--- src/rtl/ttt_turn_arbiter.sv ---
// Tic-tac-toe turn arbiter: sole writer of the 3x3 board, alternates player/computer
// handshakes and reports win/draw. Define TTT_TIMEOUT_EN to forfeit idle turns.
module ttt_turn_arbiter #(
    parameter int unsigned FIRST_MOVER    = 0,
    parameter int unsigned TIMEOUT_CYCLES = 16,
    parameter int unsigned CNT_W          = 5
) (
    input  logic        clk,
    input  logic        rst,
    input  logic        start,
    input  logic        p_valid,
    input  logic [3:0]  p_pos,
    output logic        p_ready,
    input  logic        c_valid,
    input  logic [3:0]  c_pos,
    output logic        c_ready,
    output logic        move_ok,
    output logic        move_bad,
    output logic        timeout,
    output logic [17:0] board,
    output logic        turn,
    output logic        game_over,
    output logic [1:0]  result
);

    typedef enum logic [2:0] {
        IDLE,
        P_TURN,
        C_TURN,
        CHECK,
        DONE
    } state_t;

    localparam logic FIRST_TURN = (FIRST_MOVER != 0);

    if ((64'd1 << CNT_W) <= 64'(TIMEOUT_CYCLES)) begin : g_cfg_check
        $error("CNT_W is too narrow to hold TIMEOUT_CYCLES");
    end

    state_t      state_q, state_d;
    logic [17:0] board_q, board_d;
    logic        turn_q, turn_d;
    logic [1:0]  result_q, result_d;
    logic [3:0]  count_q, count_d;
    logic        move_ok_q, move_ok_d;
    logic        move_bad_q, move_bad_d;
    logic        game_over_q, game_over_d;
`ifdef TTT_TIMEOUT_EN
    logic [CNT_W-1:0] cnt_q, cnt_d;
    logic             timeout_q, timeout_d;
`endif

    logic       act_valid;
    logic [3:0] act_pos;
    logic [1:0] act_mark;
    logic       act_legal;
    logic [1:0] mover_mark;

    function automatic logic [1:0] cell_at(input logic [17:0] b, input logic [3:0] pos);
        cell_at = 2'b00;
        for (int unsigned k = 1; k <= 9; k++) begin
            if (pos == 4'(k)) cell_at = b[2*k-2 +: 2];
        end
    endfunction

    function automatic logic has_line(input logic [17:0] b, input logic [1:0] mark);
        logic [8:0] hit;
        for (int unsigned k = 0; k < 9; k++) begin
            hit[k] = (b[2*k +: 2] == mark);
        end
        has_line = (hit[0] & hit[1] & hit[2]) | (hit[3] & hit[4] & hit[5]) |
                   (hit[6] & hit[7] & hit[8]) | (hit[0] & hit[3] & hit[6]) |
                   (hit[1] & hit[4] & hit[7]) | (hit[2] & hit[5] & hit[8]) |
                   (hit[0] & hit[4] & hit[8]) | (hit[2] & hit[4] & hit[6]);
    endfunction

    // Only the side that owns the turn is ever looked at; the other valid is ignored.
    always_comb begin
        act_valid  = (state_q == P_TURN) ? p_valid : c_valid;
        act_pos    = (state_q == P_TURN) ? p_pos : c_pos;
        act_mark   = (state_q == P_TURN) ? 2'b01 : 2'b10;
        act_legal  = act_valid && (act_pos >= 4'd1) && (act_pos <= 4'd9) &&
                     (cell_at(board_q, act_pos) == 2'b00);
        mover_mark = turn_q ? 2'b10 : 2'b01;
    end

    always_comb begin
        state_d     = state_q;
        board_d     = board_q;
        turn_d      = turn_q;
        result_d    = result_q;
        count_d     = count_q;
        move_ok_d   = 1'b0;
        move_bad_d  = 1'b0;
        game_over_d = game_over_q;
`ifdef TTT_TIMEOUT_EN
        cnt_d       = cnt_q;
        timeout_d   = 1'b0;
`endif
        case (state_q)
            IDLE, DONE: begin
                if (start) begin
                    board_d     = '0;
                    count_d     = '0;
                    result_d    = '0;
                    turn_d      = FIRST_TURN;
                    game_over_d = 1'b0;
                    state_d     = FIRST_TURN ? C_TURN : P_TURN;
`ifdef TTT_TIMEOUT_EN
                    cnt_d       = '0;
`endif
                end
            end
            P_TURN, C_TURN: begin
                if (act_legal) begin
                    for (int unsigned k = 1; k <= 9; k++) begin
                        if (act_pos == 4'(k)) board_d[2*k-2 +: 2] = act_mark;
                    end
                    count_d   = count_q + 4'd1;
                    move_ok_d = 1'b1;
                    state_d   = CHECK;
                end else begin
                    move_bad_d = act_valid;
`ifdef TTT_TIMEOUT_EN
                    // A legal fire on the expiry cycle takes priority, hence the else.
                    if (cnt_q == CNT_W'(TIMEOUT_CYCLES - 1)) begin
                        timeout_d = 1'b1;
                        turn_d    = ~turn_q;
                        state_d   = (state_q == P_TURN) ? C_TURN : P_TURN;
                        cnt_d     = '0;
                    end else begin
                        cnt_d = cnt_q + 1'b1;
                    end
`endif
                end
            end
            CHECK: begin
                if (has_line(board_q, mover_mark)) begin
                    result_d    = mover_mark;
                    game_over_d = 1'b1;
                    state_d     = DONE;
                end else if (count_q == 4'd9) begin
                    result_d    = 2'b11;
                    game_over_d = 1'b1;
                    state_d     = DONE;
                end else begin
                    turn_d  = ~turn_q;
                    state_d = turn_q ? P_TURN : C_TURN;
`ifdef TTT_TIMEOUT_EN
                    cnt_d   = '0;
`endif
                end
            end
            default: state_d = IDLE;
        endcase
    end

    always_ff @(posedge clk or posedge rst) begin
        if (rst) begin
            state_q     <= IDLE;
            board_q     <= '0;
            turn_q      <= FIRST_TURN;
            result_q    <= '0;
            count_q     <= '0;
            move_ok_q   <= 1'b0;
            move_bad_q  <= 1'b0;
            game_over_q <= 1'b0;
`ifdef TTT_TIMEOUT_EN
            cnt_q       <= '0;
            timeout_q   <= 1'b0;
`endif
        end else begin
            state_q     <= state_d;
            board_q     <= board_d;
            turn_q      <= turn_d;
            result_q    <= result_d;
            count_q     <= count_d;
            move_ok_q   <= move_ok_d;
            move_bad_q  <= move_bad_d;
            game_over_q <= game_over_d;
`ifdef TTT_TIMEOUT_EN
            cnt_q       <= cnt_d;
            timeout_q   <= timeout_d;
`endif
        end
    end

    assign p_ready   = (state_q == P_TURN);
    assign c_ready   = (state_q == C_TURN);
    assign move_ok   = move_ok_q;
    assign move_bad  = move_bad_q;
    assign board     = board_q;
    assign turn      = turn_q;
    assign game_over = game_over_q;
    assign result    = result_q;
`ifdef TTT_TIMEOUT_EN
    assign timeout   = timeout_q;
`else
    assign timeout   = 1'b0;
`endif

endmodule

--- config.mk ---
export PLATFORM = sky130hd
export DESIGN_NAME = ttt_turn_arbiter
export DESIGN_NICKNAME = d
export VERILOG_FILES = /design/src/rtl/ttt_turn_arbiter.sv
export SDC_FILE = /design/constraint.sdc
export NUM_CORES = 1
export LEC_CHECK = 0
export CAP_MARGIN = 10
export CORE_UTILIZATION = 25
export DETAILED_ROUTE_END_ITERATION = 7
export HOLD_SLACK_MARGIN = 0.05
export PLACE_DENSITY = 0.43
export SETUP_SLACK_MARGIN = 0.05
export SKIP_LAST_GASP = 1
export SLEW_MARGIN = 40
export SYNTH_ARGS = -nofsm -noshare
export SYNTH_HDL_FRONTEND = slang
export SYNTH_SLANG_ARGS = --single-unit
--- constraint.sdc ---
create_clock -name clk -period 3.2 [get_ports clk]
set_clock_uncertainty 0.15 [all_clocks]
set_input_delay 0.64 -clock clk [delete_from_list [all_inputs] [get_ports clk]]
set_output_delay 0.64 -clock clk [all_outputs]
set_load 0.005 [all_outputs]
==> results of run 1 <==
==> cell usage in the layout (no fill, tap or decap), drive strengths merged, types with 3 or more instances in the layout <==
| master | instances |
|---|---|
| a21o | 7 |
| a21oi | 24 |
| a31oi | 10 |
| buf | 34 |
| clkbuf | 6 |
| clkdlybuf4s50 | 38 |
| dfrtp | 31 |
| inv | 10 |
| mux2i | 5 |
| nand2 | 26 |
| nand2b | 13 |
| nand3 | 8 |
| nand3b | 3 |
| nor2 | 29 |
| nor2b | 3 |
| nor3 | 9 |
| nor3b | 4 |
| o21ai | 19 |
| o22ai | 10 |
| o311ai | 3 |
| o31ai | 4 |
| or3 | 6 |
| or3b | 4 |
==> worst paths after layout <==
kind / startpoint / end / depth (start not counted)
min in group asynchronous: rst / move_ok / 3
setup reg to reg: state_q[0] / board[14] / 10
hold / removal: game_over / game_over / 2
max in group asynchronous: rst / board[3] / 3
hold reg to reg: game_over / game_over / 2
setup / recovery: c_pos[0] / count_q[2] / 8
==> area by class of cell <==
cell class	count	area, sq um
flip-flops and latches	31	775.7
well taps	108	135.1
repair buffers	72	660.6
clock buffers	6	72.57
fillers	937	5702
multi-input cells	232	1448
clock inverters	2	60.06
inverters	10	37.54
==> state kept, by name, indices dropped and copies added, names as in the netlist <==
signal	cells
result	2
state_q	3
count_q	4
game_over	1
turn	1
move_bad	1
board	18
move_ok	1
==> per-layer routing <==
| metal | part of all wire | wire, um |
|---|---|---|
| met5 | 0 | 0 |
| met1 | 0.50 | 4007 |
| met4 | 0.014 | 110 |
| met3 | 0.035 | 282 |
| met2 | 0.45 | 3574 |
==> critical path, cell delays in order <==
cell and delay (ps):
clkdlybuf4s50_1 520, or4b_2 590, a31oi_1 230, a21oi_1 90, o22a_2 280, a311o_1 360, nor3b_1 240, a211o_1 130
==> logic make-up after synthesis <==
kind of cell	count (synthesis)	synth area share
DFF	31	0.3314
other	1	0.001602
AOI/OAI and AO/OA	100	0.2828
xor gates and xnor gates	2	0.007484
muxes	7	0.03421
and+or+nand+nor	120	0.2721
buffers and inverters	28	0.05986
adders and majority gates	2	0.01069
==> metrics by stage <==
| step | setup TNS (ps) | utilization | hold slack [ps] |
|---|---|---|---|
| 6_report | 0 | 0.3587 | 334.4 |
| 3_5_place_dp | -3218 | 0.3413 | 323.9 |
| 4_1_cts | 0 | 0.3562 | 341.0 |
| 2_1_floorplan | 0 | - | 319.2 |
| 5_1_grt | 0 | 0.3587 | 371.2 |
| 3_3_place_gp | -2523 | 0.3413 | 313.0 |
==> report_power, final <==
part | internal (uW) | switching (uW)
sequential | 516 | 170
clock | 311 | 154
combinational | 787 | 862
==> metrics, run 1 <==
post-cts resize count=0; Tcrit/Tclk final=0.9400; Final nets=367; Antenna Violating Nets Remaining=0; Via density=5.252; Routed Wire Length=7975 um; leading area contributor after synthesis=dfrtp_1; layout cells sized above 1=0.1700; count leader, synth=dfrtp_1; Final GP Congestion=0.8239; I/O pin count=40; CTS Buf Count=5; Synth area leaders=dfrtp_1 33%, a21oi_1 5.1%, nor2_1 4.5%; Core ar.=0.008891 sq mm; number of remaining DRC errors=0; # port buffers=38; DP Area=0.003034 sq mm; fin area=0.003189 sq mm; vias=2,421; Hold Path Class=register to register; Post-synth top cells=31 x dfrtp_1, 28 x nor2_1, 25 x nand2_1, 24 x a21oi_1, 13 x nand2b_1; post-CTS setup buffer count=0; first-pass iteration count of the detailed router=5; Worst-path clk slew=70 ps; die area=0.009755 sq mm; Hold Buf Count CTS=0; f_max=332.4 MHz; clock latency on the worst-skew pair=280 ps; fin worst setup slack=191.9 ps; H-Tree Depth=2; met3 usage=0.02837; Starting Density=0.2633; status=complete, no violations; crit path capture type=register; initial antenna violation count=0; PD cells=878.3 mW/mm^2; slew margin rel.=0.4958; Ant. Diodes=0; area delta synth->final=36.24%; Final Setup Violations=0; Post-synth EDFFs=0; DR WL/cell=17.30 um; met2 Use GR=0.2684; Die H=98.77 um; P_leak=0.001294 uW; global-route wire length before repair=13,100 um; Fin. Hold Viols=0; Yosys reg bits=31; Final Max Tran Viols=0; RSZ-0062 raised after global routing=no; Final Critical Period=3008 ps; total gr overflow=0; Post-Place Cells=453; CTS root buffer=clkbuf_8; GRT Util Overall=0.1728; met1 global-route usage=0.2507; DIE WIDTH=98.77 um; Cell variety after synth=63; R2R setup slack=280 ps; Initial DRC Count=140; CTS tree=yes; CP Max Fanout=5; Syn Area/Cell=8.045 sq um; final std cells w/o fill=461; worst endpoint required time=3270 ps; dpl ws=-189.3 ps; Site Rows=34; ys flop type=dfrtp_1; Startpoint Class=primary input; ys async rst share=1.000; Yosys top cell area share=0.3314; Clock Tree Buf Depth=2; overall power=2801 uW; crit path kind=primary input to register; most crowded layer after global routing=met2; worst slew pin tran=753.9 ps; Worst VDD drop=0.0003460 V; Cells after Synth=291; syn_nets=306; total of max-cap violations=0; Worst Path Arrival=3080 ps; number of global-route vias before repair=2,399; DPL Wire Length=6037 um; Seq/Total Area, Yosys=0.3314; synthesis warning total=0; clk sinks=31; area of the mapped netlist=0.002341 sq mm; pin count of the biggest net entering global routing=32
Note: power is estimated with default switching activity, not from simulation.
==> run 2, diff against run 1 <==
CORE_UTILIZATION = 43   (was 25)
DONT_BUFFER_PORTS = 1   (was not set)
PLACE_DENSITY = 0.57   (was 0.43)
==> run 2 against run 1 <==
  * Non-clock buffer count fell by 59
  * Total power down 22%
  * Setup slack better by 17 ps
  * Hold slack lost 170 ps
  * Clock power shrank 35%
  * Die area shrank 41%
  * Combinational power decreased by 28%
  * Via count is 6.4% lower
  * Critical path type is now register to register
==> metrics, run 2 (same netlist as run 1, synthesis figures left out) <==
f_max=334.3 MHz; Startpoint Class=register; DIE WIDTH=75.79 um; final core utilization=0.4874; max reg flops=18; initial antenna violation count=0; PD cells=870.7 mW/mm^2; Final GP Congestion=0.9027; total of max-cap violations=0; Tcrit/Tclk final=0.9348; Via density=6.228; CTS root buffer=clkbuf_8; total gr overflow=0; Clock Tree Buf Depth=2; FILL cells=526; crit path kind=register to register; pin count of the biggest net entering global routing=32; number of remaining DRC errors=0; Ant. Diodes=0; Fin. Hold Viols=0; crit path capture type=register; H-Tree Depth=2; register area=775.7 sq um; Final Setup Violations=0; status=complete, no violations; overall power=2195 uW; I/O pin count=40; Post-Place Cells=356; CTS Buf Count=5; Antenna Violating Nets Remaining=0; Hold Buf Count CTS=0; Final nets=308; clk sinks=31; Starting Density=0.4526; clock latency on the worst-skew pair=290 ps; R2R setup slack=210 ps; worst endpoint required time=3280 ps; Worst Path Arrival=3070 ps; DPL Wire Length=5137 um; Worst-path clk slew=60 ps; Core ar.=0.005172 sq mm; Setup TNS=0 ps; number of global-route vias before repair=2,097; slew margin rel.=0.5215; layout cells sized above 1=0.1259; area delta synth->final=7.697%; Hold Path Class=primary input to async pin; global-route wire length before repair=11,050 um; P_leak=0.001019 uW; DR WL/cell=18.85 um; die area=0.005743 sq mm; worst slew pin tran=715.6 ps; Site Rows=26; CTS tree=yes; final std cells w/o fill=364; vias=2,267; Die H=75.79 um; Routed Wire Length=6863 um; Worst VDD drop=0.0004689 V; Final Critical Period=2991 ps; commonest non-fill, non-tap cell in the layout=dfrtp_1; first-pass iteration count of the detailed router=5; multi-input logic area=0.001441 sq mm; Final Max Tran Viols=0; GRT Util Overall=0.2622; RSZ-0062 raised after global routing=no; # port buffers=0; commonest cells after routing, fill and taps aside=31 x dfrtp_1, 28 x nor2_1, 25 x nand2_1; CP Max Fanout=8; Initial DRC Count=258
-- run 2: cell types whose count changed in the layout (fill, tap and decap cells not counted), moves of 2 or more --
| cell | change |
|---|---|
| buf_12 | -2 |
| bufinv_16 | -2 |
| clkdlybuf4s50_1 | -38 |
| buf_4 | -19 |
-- run 2: through the flow --
stage               setup slack [ps]  hold slack, ps  cell area (sq um)
detailed placement             81.34           350.8               2424
CTS                            68.28           179.2               2505
floorplan                      369.2           319.2               2341
global route                   88.47           224.1               2521
finish                         208.7           167.9               2521
global placement               173.9           344.0               2424
-- run 2: layout make-up --
cell class	count	share of cell area
Sequential cell	31	0.3077
Clock inverter	1	0.001985
Multi-Input combinational cell	232	0.5717
Clock buffer	7	0.03027
Tap cell	70	0.03474
Inverter	10	0.01489
Timing Repair Buffer	13	0.03871
-- run 2: metal layers --
| metal | up-vias | track usage | share of wire |
|---|---|---|---|
| met2 | 70 | 0.4159 | 0.47 |
| met4 | 0 | 0.07407 | 0.011 |
| met5 | - | 0 | 0 |
| li1 | 1084 | - | - |
| met1 | 1103 | 0.3560 | 0.46 |
| met3 | 10 | 0.06085 | 0.059 |
-- run 2: path summary, 6_finish.rpt --
kind | start | end | cells after the start
worst min-delay path | rst | move_ok | 2
worst min register to register | game_over | game_over | 2
max in group asynchronous | rst | state_q[2] | 2
worst max register to register | state_q[2] | count_q[2] | 10
min in group clk | start | turn | 1
worst max-delay path | state_q[2] | count_q[2] | 10
-- run 2: where the power goes --
group | leakage, uW | total [uW] | switching [uW] | internal (uW)
registers | 0.000408 | 707 | 190 | 517
logic | 0.000569 | 1190 | 735 | 453
clock network | 0.0000422 | 300 | 148 | 152
-- run 2: timing repair --
item | in CTS | in global routing
buffers inserted | 0 | 0
setup endpoints to repair | 0 | 16
resized for setup | 0 | 4
-- run 2: critical path, cell delays in order (launching register included) --
cell,delay (ps)
dfrtp_1,430
or3b_4,480
inv_1,180
mux2i_1,100
buf_4,160
nor4_1,250
a21oi_1,70
o22a_1,280
a311o_2,490
nor3b_1,220
a211o_1,120
==> patch (settings of run 2) <==
One comparison of `count_q` changes from == to >=.
--- a/src/rtl/ttt_turn_arbiter.sv
+++ b/src/rtl/ttt_turn_arbiter.sv
@@ -139,7 +139,7 @@
                     result_d    = mover_mark;
                     game_over_d = 1'b1;
                     state_d     = DONE;
-                end else if (count_q == 4'd9) begin
+                end else if (count_q >= 4'd9) begin
                     result_d    = 2'b11;
                     game_over_d = 1'b1;
                     state_d     = DONE;
Function: same outputs for any inputs over 4 cycles, from zero or initial values and one cycle with rst high; that may be too few to reach the edited logic, so the function may still have changed.
==> patch against run 2 <==
- hold slack better by 2.1 ps
- power is 17% lower
- worst setup slack better by 150 ps
- area after synthesis is 4.2% lower
- global-route usage is 1.2 points lower
- final area is 5.2% lower
- fmax is 5.1% higher
- final cell count is 6.9% lower
- largest cell class unchanged
- sequential cell count stayed put
- sequential power hardly changed
- die area is 4.1% lower
- wire length is 5.1% lower
==> patch: results (changes against run 2) <==
top cells by count, synth 33 x nand2_1, 31 x dfrtp_1, 21 x nor2_1 (was 31 x dfrtp_1, 28 x nor2_1, 25 x nand2_1); DPL Wire Length 4.627 mm (was 5.137 mm); Placer Congestion 0.8727 (was 0.9027); post-synthesis adder-cell area fraction 0.01674 (was 0.01069); status complete, no violations (unchanged); Pre-Repair DR Iteration Count 4 (was 5); global-route wire length before repair 10.16 mm (was 11.05 mm); fin area 2391 µm² (was 2521 µm²); VDD IR-drop max 0.3774 mV (was 0.4689 mV); P_sw 841.8 µW (was 1.073 mW); final WL 6.510 mm (was 6.863 mm); dpl ws 392.1 ps (was 81.34 ps); metal1 wirelength 3.068 mm (was 3.137 mm); gr usage total 0.2503 (was 0.2622); Yosys cell types 61 (was 63); met3 wire length 345 µm (was 407 µm); syn_nets 288 (was 306); Vias/cell 6.251 (was 6.228); post-placement cell count 331 (was 356); top cells by area, synth dfrtp_1 35%, nand2_1 5.5%, nand2b_1 3.6%, nor2_1 3.5%, nor3_1 3.1% (was dfrtp_1 33%, a21oi_1 5.1%, nor2_1 4.5%, nand2_1 4.0%, nand2b_1 3.5%); xor/xnor cell area share of the yosys netlist 0.003906 (was 0.007483); DR iter-0 viols 215 (was 258); slowest stage cell, crit path dfrtp_1 (was a311o_2); DR WL/cell 19.20 µm (was 18.85 µm); post-synthesis compound-gate area fraction 0.2718 (was 0.2827); fin nets 287 (was 308)
[patch: changes by cell type in the layout (fill, tap and decap cells not counted), sizes merged, moves of 4 or more]
cell | before | now
a21oi | 24 | 11
buf | 13 | 8
mux2i | 5 | 1
nand2 | 26 | 33
nand3 | 8 | 4
nand3b | 3 | 8
nor2 | 29 | 21
nor3 | 9 | 15
o21ai | 19 | 14
o22ai | 10 | 6
[patch: final timing paths]
path | start | end | slack, ps | cells after the start
worst max-delay path | state_q[0] | board[12] | 350 | 9
worst min-delay path | rst | board[5] | 170 | 2
worst max register to register | state_q[0] | board[12] | 350 | 9
worst min register to register | count_q[3] | count_q[3] | 340 | 1
max in group asynchronous | rst | count_q[2] | 2440 | 2
min in group clk | count_q[3] | count_q[3] | 340 | 1
[patch: cell type report]
cell class,count,area [µm²]
well taps,67,83.83
fillers,517,2489
clock buffers,6,72.57
clock inverters,2,12.51
flip-flops and latches,31,775.7
repair buffers,8,60.06
inverters,12,45.04
multi-input cells,213,1341
[patch: kinds of logic after synthesis]
logic type      after synthesis
xor+xnor                      1
other cells                   1
flops                        31
simple gates                121
buf+inv                      28
mux                           3
compound gates               84
fa+ha+maj                     3
[patch: power by group through the flow]
stage          combinational (mW)  clock, mW  sequential [mW]
4_1_cts                     0.797      0.309            0.707
5_1_grt                     0.894      0.328            0.728
3_3_place_gp                0.786          0            0.713
6_report                    0.802      0.306            0.709
3_5_place_dp                0.793          0            0.713
2_1_floorplan               0.633          0            0.632
[patch: metal layers]
metal	track usage	up-vias
met5	0	-
met4	0.08595	0
met3	0.04878	10
met2	0.3808	67
met1	0.3566	1034
li1	-	1008
